==> config.mk <==
export PLATFORM = sky130hd
export DESIGN_NAME = ball_kinematics
export DESIGN_NICKNAME = d
export VERILOG_FILES = /design/src/rtl/ball_kinematics.sv
export SDC_FILE = /design/constraint.sdc
export NUM_CORES = 1
export LEC_CHECK = 0
export ABC_AREA = 1
export CORE_MARGIN = 1
export CORE_UTILIZATION = 30
export CTS_CLUSTER_SIZE = 30
export DETAILED_ROUTE_END_ITERATION = 10
export PLACE_DENSITY = 0.58
export SYNTH_ARGS = -nofsm -noshare
export SYNTH_HDL_FRONTEND = slang
export SYNTH_SLANG_ARGS = --single-unit
==> constraint.sdc <==
create_clock -name clk -period 2.8 [get_ports clk]
set_clock_uncertainty 0.1 [all_clocks]
set_input_delay 0.84 -clock clk [delete_from_list [all_inputs] [get_ports clk]]
set_output_delay 0.84 -clock clk [all_outputs]
set_load 0.02 [all_outputs]
==> src/rtl/ball_kinematics.sv <==
// Per-ball motion engine: fixed-point position integration, periodic friction
// and cushion reflection/clamping, with overwrite ports for the collision controller.
module ball_kinematics #(
    parameter int POS_W           = 11,
    parameter int VEL_W           = 11,
    parameter int FRAC_BITS       = 6,
    parameter int FRICTION_PERIOD = 10,
    parameter int FRICTION_STEP   = 1,
    parameter int INIT_X          = 100,
    parameter int INIT_Y          = 100,
    parameter int MIN_X           = 0,
    parameter int MAX_X           = 620,
    parameter int MIN_Y           = 0,
    parameter int MAX_Y           = 460,
    parameter int BOUNCE_EN       = 1
) (
    input  logic                    clk,
    input  logic                    reset,
    input  logic                    startOfFrame,
    input  logic                    velocityWriteEnable,
    input  logic signed [VEL_W-1:0] inVelocityX,
    input  logic signed [VEL_W-1:0] inVelocityY,
    input  logic                    positionWriteEnable,
    input  logic signed [POS_W-1:0] inPosX,
    input  logic signed [POS_W-1:0] inPosY,
    output logic signed [POS_W-1:0] topLeftPosX,
    output logic signed [POS_W-1:0] topLeftPosY,
    output logic signed [VEL_W-1:0] outVelocityX,
    output logic signed [VEL_W-1:0] outVelocityY,
    output logic                    ballStopped,
    output logic [3:0]              wallHit
);

    localparam int ACC_W = POS_W + FRAC_BITS + 1;
    // Two spare bits so pos + vel can never wrap before the bound compare.
    localparam int EXT_W = ACC_W + 2;
    localparam int CNT_W = (FRICTION_PERIOD > 1) ? $clog2(FRICTION_PERIOD) : 1;

    localparam logic signed [EXT_W-1:0] MIN_X_ACC = EXT_W'(MIN_X * (1 << FRAC_BITS));
    localparam logic signed [EXT_W-1:0] MAX_X_ACC = EXT_W'(MAX_X * (1 << FRAC_BITS));
    localparam logic signed [EXT_W-1:0] MIN_Y_ACC = EXT_W'(MIN_Y * (1 << FRAC_BITS));
    localparam logic signed [EXT_W-1:0] MAX_Y_ACC = EXT_W'(MAX_Y * (1 << FRAC_BITS));
    localparam logic signed [ACC_W-1:0] INIT_X_ACC = ACC_W'(INIT_X * (1 << FRAC_BITS));
    localparam logic signed [ACC_W-1:0] INIT_Y_ACC = ACC_W'(INIT_Y * (1 << FRAC_BITS));

    localparam logic signed [VEL_W:0]   STEP_EXT = (VEL_W+1)'(FRICTION_STEP);
    localparam logic signed [VEL_W-1:0] VEL_MIN  = {1'b1, {(VEL_W-1){1'b0}}};
    localparam logic signed [VEL_W-1:0] VEL_MAX  = {1'b0, {(VEL_W-1){1'b1}}};
    localparam logic [CNT_W-1:0]        CNT_LAST = CNT_W'(FRICTION_PERIOD - 1);

    logic signed [ACC_W-1:0] pos_x_q, pos_x_d, pos_y_q, pos_y_d;
    logic signed [VEL_W-1:0] vel_x_q, vel_x_d, vel_y_q, vel_y_d;
    logic [CNT_W-1:0]        cnt_q, cnt_d;
    logic [3:0]              wall_hit_q, wall_hit_d;

    logic signed [ACC_W-1:0] step_pos_x_s, step_pos_y_s;
    logic signed [VEL_W-1:0] step_vel_x_s, step_vel_y_s;
    logic                    hit_lo_x_s, hit_hi_x_s, hit_lo_y_s, hit_hi_y_s;
    logic                    fric_now_s;

    // Shrinks magnitude by FRICTION_STEP, stopping at zero without changing sign.
    function automatic logic signed [VEL_W-1:0] friction_f(input logic signed [VEL_W-1:0] v);
        logic signed [VEL_W:0] w;
        logic signed [VEL_W:0] r;
        w = {v[VEL_W-1], v};
        if (w > STEP_EXT) begin
            r = w - STEP_EXT;
        end else if (w < -STEP_EXT) begin
            r = w + STEP_EXT;
        end else begin
            r = '0;
        end
        return r[VEL_W-1:0];
    endfunction

    function automatic logic signed [VEL_W-1:0] neg_sat_f(input logic signed [VEL_W-1:0] v);
        if (v == VEL_MIN) begin
            return VEL_MAX;
        end else begin
            return -v;
        end
    endfunction

    function automatic void axis_step_f(
        input  logic signed [ACC_W-1:0] pos,
        input  logic signed [VEL_W-1:0] vel,
        input  logic                    do_fric,
        input  logic signed [EXT_W-1:0] lo_acc,
        input  logic signed [EXT_W-1:0] hi_acc,
        output logic signed [ACC_W-1:0] new_pos,
        output logic signed [VEL_W-1:0] new_vel,
        output logic                    hit_lo,
        output logic                    hit_hi
    );
        logic signed [EXT_W-1:0] nxt;
        logic signed [VEL_W-1:0] v_f;
        logic signed [VEL_W-1:0] v_wall;
        nxt = EXT_W'(pos) + EXT_W'(vel);
        if (do_fric) begin
            v_f = friction_f(vel);
        end else begin
            v_f = vel;
        end
        if (BOUNCE_EN != 0) begin
            v_wall = neg_sat_f(v_f);
        end else begin
            v_wall = '0;
        end
        hit_lo = 1'b0;
        hit_hi = 1'b0;
        if (nxt < lo_acc) begin
            new_pos = lo_acc[ACC_W-1:0];
            new_vel = v_wall;
            hit_lo  = 1'b1;
        end else if (nxt > hi_acc) begin
            new_pos = hi_acc[ACC_W-1:0];
            new_vel = v_wall;
            hit_hi  = 1'b1;
        end else begin
            new_pos = nxt[ACC_W-1:0];
            new_vel = v_f;
        end
    endfunction

    // Candidate frame-step results for both axes.
    always_comb begin
        fric_now_s = (cnt_q == CNT_LAST);
        axis_step_f(pos_x_q, vel_x_q, fric_now_s, MIN_X_ACC, MAX_X_ACC,
                    step_pos_x_s, step_vel_x_s, hit_lo_x_s, hit_hi_x_s);
        axis_step_f(pos_y_q, vel_y_q, fric_now_s, MIN_Y_ACC, MAX_Y_ACC,
                    step_pos_y_s, step_vel_y_s, hit_lo_y_s, hit_hi_y_s);
    end

    // Next-state selection: writes override and suppress the frame step.
    always_comb begin
        pos_x_d    = pos_x_q;
        pos_y_d    = pos_y_q;
        vel_x_d    = vel_x_q;
        vel_y_d    = vel_y_q;
        cnt_d      = cnt_q;
        wall_hit_d = 4'b0000;
        if (velocityWriteEnable || positionWriteEnable) begin
            if (velocityWriteEnable) begin
                vel_x_d = inVelocityX;
                vel_y_d = inVelocityY;
                cnt_d   = '0;
            end else begin
                cnt_d   = cnt_q;
            end
            if (positionWriteEnable) begin
                pos_x_d = {inPosX[POS_W-1], inPosX, {FRAC_BITS{1'b0}}};
                pos_y_d = {inPosY[POS_W-1], inPosY, {FRAC_BITS{1'b0}}};
            end else begin
                pos_x_d = pos_x_q;
            end
        end else if (startOfFrame) begin
            pos_x_d    = step_pos_x_s;
            pos_y_d    = step_pos_y_s;
            vel_x_d    = step_vel_x_s;
            vel_y_d    = step_vel_y_s;
            wall_hit_d = {hit_hi_y_s, hit_lo_y_s, hit_hi_x_s, hit_lo_x_s};
            if (fric_now_s) begin
                cnt_d = '0;
            end else begin
                cnt_d = cnt_q + CNT_W'(1);
            end
        end else begin
            wall_hit_d = 4'b0000;
        end
    end

    // State registers with synchronous reset.
    always_ff @(posedge clk) begin
        if (reset) begin
            pos_x_q    <= INIT_X_ACC;
            pos_y_q    <= INIT_Y_ACC;
            vel_x_q    <= '0;
            vel_y_q    <= '0;
            cnt_q      <= '0;
            wall_hit_q <= 4'b0000;
        end else begin
            pos_x_q    <= pos_x_d;
            pos_y_q    <= pos_y_d;
            vel_x_q    <= vel_x_d;
            vel_y_q    <= vel_y_d;
            cnt_q      <= cnt_d;
            wall_hit_q <= wall_hit_d;
        end
    end

    assign topLeftPosX  = pos_x_q[FRAC_BITS +: POS_W];
    assign topLeftPosY  = pos_y_q[FRAC_BITS +: POS_W];
    assign outVelocityX = vel_x_q;
    assign outVelocityY = vel_y_q;
    assign ballStopped  = (vel_x_q == '0) && (vel_y_q == '0);
    assign wallHit      = wall_hit_q;

endmodule

==> key figures, run 1 <==
Detailed routing
  • Drt total wl: ~27000 um
  • Total number of vias: 8860
  • Wirelength per Cell: 14.8 um
  • Initial DRC count: approximately 560
  • Pre-antenna DRT Iters: 5
  • Vias per cell: between 4 and 5
  • # DRC: 0
  • Routed Antenna Nets: 0

Floorplanning
  • Die width: around 160 um
  • Die ar.: approximately 0.026 sq mm
  • Row count: 58
  • Initial Util: between 30% and 40%
  • Die Y: 163 um
  • Io pins: a little under 100
  • Core Area: 0.0253 sq mm

Worst setup path
  • CP peak stage delay: 0.46 ns
  • Crit-path max FO: 6
  • Setup crit start kind: register
  • Slowest-stage cell, CP: fa_2
  • Crit path max-delay family: simple AND/OR/NAND/NOR gates
  • Cell mode on critical path: nand2_1
  • Critical path, cell by cell: ha_4 > fa_2 > or2_4 > nor2_2 > nand3_1 > nor2_1 > nand4_1 > nand2_1 > nand2_1 > nand2_2 > nand3_4 > clkbuf_16 > a21oi_4 > nand3_1 > nand2_1 > a21oi_1
  • Worst Path Buf+Inv: 1
  • Total stage count of the critical path: 16
  • Worst reg2reg path depth: 16
  • Critical Path AT: around 2.9 ns
  • Worst EP required: between 2 and 3 ns
  • Crit path capture type: register
  • Reg2reg start: pos_y_q[0]
  • Crit path kind: register to register
  • Crit path from: pos_y_q[0]

STA
  • Hold WS: roughly 0.37 ns
  • Max Transition Viols Final: 0
  • Worst Max-Slew Pin Slew: between 0.5 and 0.6 ns
  • Setup Viol. Count Final: 0
  • Period utilization: between 90% and 100%
  • Fmax: between 0.3 and 0.4 GHz
  • RSZ-0062 raised after global routing: yes
  • Setup ws final: roughly 0.057 ns
  • Final Hold Viols: 0
  • Max-slew headroom: 59.7%
  • Min Tclk post-route: between 2 and 3 ns

Clock tree
  • Cts bufs inserted: 9
  • Sink Count: between 60 and 70
  • CTS Root Cell: clkbuf_16
  • CTS tree: yes
  • H-tree levels: 3
  • Clk slew on worst S/H paths: roughly 0.070 ns
  • Worst-Skew Late Latency: approximately 0.35 ns
  • CTS Buffer Depth: 2

Finish
  • Fin area: between 0.01 and 0.015 sq mm
  • Nets: around 1600
  • Diodes inserted: 0
  • Layout area overhead: 36.7%
  • Layout cells sized above 1: 24.0%

GRT
  • GRT Residual Overflow: 0
  • GRT Util Overall: ~20%
  • Initial antenna violation count: 0
  • Via count of the first global-routing pass: between 8000 and 9000
  • First-pass GRT wire length: 42300 um
  • Largest net degree at the start of global routing: 36

Place
  • Dpl cell area: between 0.009 and 0.01 sq mm
  • DP Worst Slack: -0.0434 ns
  • Gpl congestion: approximately 0.89
  • HPWL Detailed: 21400 um
  • # port buffers: slightly below 100

Synthesis
  • FF+latch count, synth: 66
  • Synth top area share: 18.5%
  • Register area share after synthesis: about 17%
  • Post-synth EDFFs: 0
  • Yosys warning count: 0
  • Largest cells by area after synthesis: nand2_1, dfxtp_1, nand3_1, ha_1, a21oi_1
  • Post-Synthesis Cells: approximately 1300
  • FFs w/ async S/R, synth: 0%
  • Area leader, netlist: nand2_1
  • Synth cell types: 47
  • Synthesized area per cell: between 5 and 6 sq um
  • Mapped Nets: ~1400
  • Mapped Area: between 0.007 and 0.008 sq mm
  • Top_reg_cell synth: dfxtp_1

Hold path
  • Hold Crit Start: cnt_q[2]
  • Hold Path Depth: 2
  • Hold Path Class: register to register

Pwr
  • Static Leak: roughly 4.9 nW
  • Max VDD drop: around 0.27 mV
  • Pwr/cell area: about 440 mW/mm^2

Run
  • Max Cap Viol: 0

Run status
  • Outcome: complete, no violations
==> layout make-up <==
type	count	area (sq um)
clock inverter	7	58.8
tap	330	413
inverter	142	536
multi-input combinational	1022	5900
sequential	66	1350
timing repair buffer	232	2100
fill	2732	14700
clock buffer	9	225
==> through the flow <==
step / utilization (%) / total power [mW] / setup TNS [ns] / cells
final: 41.9 / 4.67 / 0 / 1808
after CTS: 39.4 / 4.43 / 0 / 1789
after detailed placement: 38.2 / 3.32 / -0.214 / 1773
after global routing: 41.9 / 4.98 / -0.736 / 1808
after global placement: 38.2 / 3.32 / 0 / 1773
after floorplan: - / 2.54 / 0 / 1294
==> tightest hold or removal path: cells and delay by family, from the launching register on <==
family	cells	cell delay (ns)
AND/OR/NAND/NOR	1	0.06
AO/OA/AOI/OAI	1	0.05
flip-flops	1	0.31
==> repair_timing <==
action                                  4_1_cts  5_1_grt
cloned                                        0        2
pin swaps                                     0       37
buffers inserted                              0       17
endpoints found under the setup margin       14       52
resized for setup                             6      123
hold buffers                                  0        0
hold endpoints to repair                      0        0
==> flip-flops by register name (all words and copies together), names as in the netlist <==
register      count
pos_y_q          18
outVelocityX     11
cnt_q             4
pos_x_q          18
outVelocityY     11
wallHit           4
==> cells in the final DEF, fill, tap and decap left out, types with 16 or more instances in the layout <==
cell,count
a21oi_1,105
a21oi_2,19
buf_4,122
clkdlybuf4s50_1,96
dfxtp_1,49
ha_1,32
inv_1,128
nand2_1,358
nand2_2,44
nand3_1,115
nand3_2,17
nand4_1,33
nor2_1,86
nor2_2,24
o21ai_0,62
xor2_1,16
==> power breakdown <==
group | switching (mW) | internal (mW)
registers | 0.0845 | 1.01
clock network | 0.482 | 0.613
logic | 1.42 | 1.06
total | 1.99 | 2.68
==> Yosys cell counts, drive strengths merged (2+ instances only) <==
master,instances
inv,142
o21ai,68
nor3,12
nand3,138
a21o,2
buf,47
dfxtp,66
xor2,17
ha,48
o22ai,2
o21a,3
a21oi,128
xnor2,3
fa,2
clkbuf,17
nor2,125
o21bai,3
a31oi,2
or2,10
a22oi,3
nand3b,8
nand2,410
nand4,33
==> routing by layer <==
layer / global-route usage (%) / wire length (um)
met5: 0 / 0
met4: 2.68 / 193
met3: 3.36 / 1280
met2: 34.4 / 12700
met1: 26.7 / 12700
==> cell families (layout without fill, tap and decap cells) <==
kind of cell / Yosys count / count (layout) / share of synthesized area [%]
flops: 66 / 66 / 17.1
compound gates: 212 / 212 / 15.1
buf+inv: 207 / 390 / 12.5
simple gates: 739 / 740 / 44.7
xor+xnor: 20 / 20 / 2.36
fa+ha+maj: 50 / 50 / 8.28
==> worst paths after layout <==
path | endpoint | slack [ns]
hold / removal | cnt_q[2] | 0.37
setup / recovery | outVelocityY[8] | 0.06
hold reg to reg | cnt_q[2] | 0.37
setup reg to reg | outVelocityY[8] | 0.06
Power figures use the tool's default switching activity.
==> inputs of run 2 (changes only) <==
--- a/config.mk
+++ b/config.mk
@@ -11,6 +11,7 @@
 export CTS_CLUSTER_SIZE = 30
 export DETAILED_ROUTE_END_ITERATION = 10
 export PLACE_DENSITY = 0.58
+export SETUP_SLACK_MARGIN = 0.05
 export SYNTH_ARGS = -nofsm -noshare
 export SYNTH_HDL_FRONTEND = slang
 export SYNTH_SLANG_ARGS = --single-unit
==> key figures, run 2 (same netlist as run 1, synthesis figures left out) <==
Run status
  • Outcome: complete, no violations

Worst setup path
  • CP peak stage delay: 0.45 ns (about the same)
  • Setup crit start kind: register
  • Worst EP required: 2.93 ns (about the same)
  • FF-to-FF End: outVelocityY[9]
  • Worst reg2reg path depth: 18 (+2)
  • Crit path max-delay family: simple AND/OR/NAND/NOR gates
  • Crit-path max FO: 6 (unchanged)
  • Slowest-stage cell, CP: fa_2
  • Crit path capture type: register
  • Critical Path AT: 2.86 ns (-0.02 ns)
  • Critical path, cell by cell: ha_4 > fa_2 > or2_4 > nor2_2 > nand3_1 > nor2_1 > nand4_1 > nand2_1 > nand2_1 > nand2_2 > nand3_4 > buf_12 > nand2_1 > nand2_1 > nand2_1 > nand2_1 > nand2_1 > a21oi_2
  • Crit path kind: register to register
  • Reg2reg start: outVelocityY[0]
  • Reg2reg setup slack: 0.07 ns (+0.02 ns)
  • Cell mode on critical path: nand2_1
  • Worst Path Buf+Inv: 1 (unchanged)

STA
  • Fmax: 0.367 GHz (+0.61%)
  • RSZ-0062 raised after global routing: yes
  • Sum Neg Setup Slack: 0 ns (unchanged)
  • Setup Viol. Count Final: 0 (unchanged)
  • Min Tclk post-route: 2.73 ns (-0.0167 ns)
  • Worst Max-Slew Pin Slew: 0.644 ns (+0.0464 ns)
  • Final Hold Viols: 0 (unchanged)
  • Period utilization: 97.4% (-0.60 points)
  • Max Transition Viols Final: 0 (unchanged)
  • Setup ws final: 0.0741 ns (+0.0167 ns)
  • Max-slew headroom: 56.6% (-3.1 points)
  • Hold WS: 0.366 ns (-0.00000800 ns)

GRT
  • Largest net degree at the start of global routing: 36 (unchanged)
  • GRT Util Overall: 20.2% (+0.15 points)
  • Via count of the first global-routing pass: 8329 (+1.0%)
  • GRT Residual Overflow: 0 (unchanged)
  • First-pass GRT wire length: 42600 um (+0.77%)
  • Initial antenna violation count: 0 (unchanged)

Pwr
  • Power Total: 4.73 mW (+1.2%)
  • Pwr/cell area: 440 mW/mm^2 (-0.42%)
  • Max VDD drop: 0.270 mV (-1.4%)
  • Static Leak: 4.98 nW (+0.79%)

Clock tree
  • CTS Buffer Depth: 2 (unchanged)
  • Cts bufs inserted: 9 (unchanged)
  • Clk slew on worst S/H paths: 0.07 ns (about the same)
  • H-tree levels: 3 (unchanged)
  • CTS Root Cell: clkbuf_16
  • Worst-Skew Late Latency: 0.34 ns (about the same)
  • CTS tree: yes
  • Sink Count: 66 (unchanged)
  • Hold_buf cts: 0 (unchanged)

Floorplanning
  • Row count: 58 (unchanged)
  • Core Area: 0.0253 sq mm (unchanged)
  • Die Y: 163 um (unchanged)
  • Initial Util: 30.7% (unchanged)
  • Die width: 163 um (unchanged)
  • Die ar.: 0.0265 sq mm (unchanged)
  • Io pins: 98 (unchanged)

Hold path
  • Hold Path Depth: 2 (unchanged)
  • Hold Crit Start: cnt_q[2]
  • Min-Delay Endpoint: cnt_q[2]
  • Hold Path Class: register to register

Finish
  • Layout area overhead: 38.9%
  • Leading cell type in the layout, fill and taps excluded: nand2_1
  • Top Registers: pos_x_q x18, pos_y_q x18
  • Layout fillers: 2697 (-1.3%)
  • Nets: 1577 (+0.32%)
  • Fin area: 0.0107 sq mm (+1.6%)
  • Diodes inserted: 0 (unchanged)
  • Commonest non-fill, non-tap cells in the layout: nand2_1, inv_1, buf_4, nand3_1, a21oi_1
  • Layout cells sized above 1: 25.9% (+1.9 points)

Detailed routing
  • Total number of vias: 8959 (+1.1%)
  • # DRC: 0 (unchanged)
  • Wirelength per Cell: 14.9 um (+0.56%)
  • Routed Antenna Nets: 0 (unchanged)
  • Initial DRC count: 509 (-8.5%)
  • Drt total wl: 27100 um (+0.83%)
  • Vias per cell: 4.94 (+0.84%)
  • Pre-antenna DRT Iters: 5 (unchanged)

Run
  • Max Cap Viol: 0 (unchanged)

Place
  • Dpl cell area: 0.00966 sq mm (unchanged)
  • Gpl congestion: 0.885 (unchanged)
  • HPWL Detailed: 21400 um (unchanged)
  • DP Worst Slack: -0.0434 ns (unchanged)
  • # port buffers: 97 (unchanged)
==> run 2: changes by cell type in the layout (fill, tap and decap cells not counted), sizes merged <==
cell and change:
buf +6, clkbuf -1
==> run 2: how the worst max path moves through the flow <==
stage	from	to	slack, ns	cells past startpoint
3_3_place_gp	outVelocityY[8]	ballStopped	0.007	5
2_1_floorplan	outVelocityY[0]	outVelocityY[9]	0.07	15
5_1_grt	outVelocityY[0]	outVelocityY[5]	-0.07	21
3_5_place_dp	outVelocityX[2]	pos_x_q[5]	-0.04	19
6_report	outVelocityY[0]	outVelocityY[9]	0.07	18
4_1_cts	outVelocityY[0]	outVelocityY[9]	0.05	18
==> run 2: repair_timing <==
item                                    CTS  global route
cloned                                    1             1
setup buffers                             3            19
endpoints found under the setup margin   38            52
gates resized for setup                  28           135
pin swaps                                11            31
==> run 2: through the flow <==
| step | utilization, % | cells |
|---|---|---|
| detailed placement | 38.2 | 1773 |
| finish | 42.6 | 1813 |
| global route | 42.6 | 1813 |
| floorplan | - | 1294 |
| CTS | 40.0 | 1793 |
| global placement | 38.2 | 1773 |
==> run 2: cell type report <==
type	count	area [sq um]	area share, %
clock buffers	9	225	2.10
clock inverters	7	58.8	0.547
inverters	142	536	4.98
multi-input cells	1022	6000	55.8
flip-flops and latches	66	1360	12.6
well taps	330	413	3.84
repair buffers	237	2160	20.1
==> run 2: per-layer routing <==
metal | vias up | wire length [um] | track usage [%]
li1 | 4594 | - | -
met1 | 4127 | 12800 | 26.8
met2 | 217 | 12700 | 34.5
met3 | 21 | 1320 | 3.44
met4 | 0 | 239 | 3.02
met5 | - | 0 | 0
==> run 2: power breakdown <==
part	internal (mW)	switching [mW]	total, mW
combinational	1.09	1.44	2.53
sequential	1.01	0.0872	1.10
clock	0.613	0.483	1.10
==> run 2: worst register-to-register path, delay by kind of cell, from the launching register on <==
kind	cells	cell delay (ns)
fa+ha+maj	2	0.61
flops	1	0.34
compound gates	1	0.05
buf+inv	1	0.19
simple gates	14	1.32
==> inputs of run 3 (changes only) <==
--- a/config.mk
+++ b/config.mk
@@ -6,6 +6,7 @@
 export NUM_CORES = 1
 export LEC_CHECK = 0
 export ABC_AREA = 1
+export CORE_ASPECT_RATIO = 1.1
 export CORE_MARGIN = 1
 export CORE_UTILIZATION = 30
 export CTS_CLUSTER_SIZE = 30
==> key figures, run 3 (same netlist as run 1, synthesis figures left out) <==
STA
  • Hold WS: 0.362 ns (-0.00428 ns)
  • Setup ws final: 0.0932 ns (+0.0190 ns)
  • Period utilization: 96.7% (-0.68 points)
  • Final Hold Viols: 0 (unchanged)
  • Fmax: 0.369 GHz (+0.70%)
  • Sum Neg Setup Slack: 0 ns (unchanged)
  • Max-slew headroom: 76.3% (+20 points)
  • Min Tclk post-route: 2.71 ns (-0.0191 ns)
  • Setup Viol. Count Final: 0 (unchanged)
  • Worst Max-Slew Pin Slew: 0.355 ns (-0.289 ns)
  • Max Transition Viols Final: 0 (unchanged)
  • RSZ-0062 raised after global routing: yes

Floorplanning
  • Io pins: 98 (unchanged)
  • Die width: 155 um (-4.6%)
  • Die Y: 170 um (+4.8%)
  • Core Area: 0.0253 sq mm (+0.34%)
  • Die ar.: 0.0265 sq mm (about the same)
  • Row count: 61 (+5.2%)
  • Initial Util: 30.6% (-0.10 points)

Worst setup path
  • Worst EP required: 1.86 ns (-1.07 ns)
  • Setup crit start kind: register
  • Reg2reg setup slack: 0.12 ns (+0.05 ns)
  • Worst reg2reg path depth: 19 (+1)
  • Reg2reg start: pos_y_q[0]
  • Crit path capture type: output port
  • Critical Path AT: 1.77 ns (-1.09 ns)
  • Crit path kind: register to output port
  • Crit-path max FO: 10 (+4)
  • FF-to-FF End: outVelocityY[4]

Run
  • Max Cap Viol: 0 (unchanged)

Pwr
  • Sw Ratio: 40.9% (-1.6 points)
  • NetSw: 1.93 mW (-3.7%)
  • Max VDD drop: 0.285 mV (+5.3%)
  • Static Leak: 4.89 nW (-1.9%)
  • Clock group share of total power: 24.6% (+1.4 points)
  • Reg power frac: 23.3% (about the same)
  • Cell Int Power: 2.79 mW (+2.7%)
  • Pwr/cell area: 441 mW/mm^2 (+0.29%)
  • Power Total: 4.72 mW (about the same)
  • Gate power share: 52.1% (-1.5 points)

Place
  • HPWL Detailed: 21300 um (-0.30%)
  • DP Worst Slack: -0.0157 ns (+0.0277 ns)
  • # port buffers: 97 (unchanged)
  • Gpl congestion: 0.931 (+5.2%)
  • Inst Count DP: 1767 (-0.34%)
  • Dpl cell area: 0.00947 sq mm (-2.0%)

Detailed routing
  • # DRC: 0 (unchanged)
  • Routed Antenna Nets: 0 (unchanged)
  • Drt total wl: 26500 um (-2.2%)
  • WL met3: 789 um (-40%)
  • Vias per cell: 4.83 (-2.2%)
  • M1 wire length: 12200 um (-4.7%)
  • Initial DRC count: 447 (-12%)
  • Highest routed layer: met4
  • Routed wl met2: 13000 um (+2.3%)
  • Wirelength per Cell: 14.6 um (-1.9%)
  • Pre-antenna DRT Iters: 5 (unchanged)
  • Total number of vias: 8744 (-2.4%)

GRT
  • Via count of the first global-routing pass: 8136 (-2.3%)
  • Largest net degree at the start of global routing: 36 (unchanged)
  • Initial antenna violation count: 0 (unchanged)
  • GRT Util Overall: 19.6% (-0.62 points)
  • First-pass GRT wire length: 41300 um (-3.0%)
  • GRT Residual Overflow: 0 (unchanged)

Clock tree
  • Clk slew on worst S/H paths: 0.06 ns (about the same)
  • CTS Root Cell: clkbuf_16
  • Hold_buf cts: 0 (unchanged)
  • Cts bufs inserted: 9 (unchanged)
  • Sink Count: 66 (unchanged)
  • CTS Buffer Depth: 2 (unchanged)
  • H-tree levels: 3 (unchanged)
  • CTS tree: yes
  • Worst-Skew Late Latency: 0.34 ns (about the same)

Run status
  • Outcome: complete, no violations

Finish
  • Nets: 1557 (-1.3%)
  • Non-Filler Instances: 1809 (-0.22%)
  • Commonest non-fill, non-tap cells in the layout: nand2_1, inv_1, nand3_1, buf_4, a21oi_1
  • Layout area overhead: 38.4%
  • Fin area: 0.0107 sq mm (-0.30%)
  • Diodes inserted: 0 (unchanged)
  • Layout cells sized above 1: 24.8% (-1.1 points)
  • Leading cell type in the layout, fill and taps excluded: nand2_1
  • Top Registers: pos_x_q x18, pos_y_q x18
  • Final core occ: 42.3% (-0.27 points)

Hold path
  • Min-Delay Endpoint: cnt_q[2]
  • Hold Path Depth: 2 (unchanged)
  • Hold Path Class: register to register
  • Hold Crit Start: cnt_q[2]
[run 3: worst max-delay path, cell delays in order (launching register included)]
cell             delay [ns]
dfxtp_4                0.39
buf_4                  0.16
buf_4                  0.23
clkdlybuf4s50_1        0.64
[run 3: repair_timing]
action | CTS | global route
endpoints found under the hold margin | 0 | 0
gates resized for setup | 19 | 161
cloned | 0 | 3
pin swaps | 1 | 56
buffers inserted | 2 | 22
endpoints found under the setup margin | 30 | 54
[run 3: worst max path at each step]
stage,from,endpoint,slack [ns]
final,outVelocityY[10],outVelocityY[10],0.09
after global routing,outVelocityY[2],outVelocityY[6],-0.07
after CTS,outVelocityX[1],ballStopped,0.003
after detailed placement,outVelocityX[7],outVelocityX[0],-0.02
after global placement,outVelocityX[10],outVelocityX[0],-0.07
after floorplan,outVelocityY[0],outVelocityY[9],0.07
[run 3: routing by layer]
layer	vias up	track usage [%]
met3	30	1.99
met4	0	5.77
met1	4000	24.5
li1	4546	-
met2	168	35.0
met5	-	0
[run 3: cell type report]
class,count,area [sq um]
fillers,2675,14600
multi-input cells,1022,6080
repair buffers,217,1980
flip-flops and latches,66,1380
inverters,142,542
well taps,346,433
clock buffers,12,256
clock inverters,4,50.0
[run 3: power groups by stage]
stage	registers, mW	clock network, mW	logic [mW]
after floorplan	1.12	0	1.42
after global placement	1.10	0	2.11
after detailed placement	1.10	0	2.11
after CTS	1.09	1.19	2.16
after global routing	1.11	1.22	2.70
final	1.10	1.16	2.46
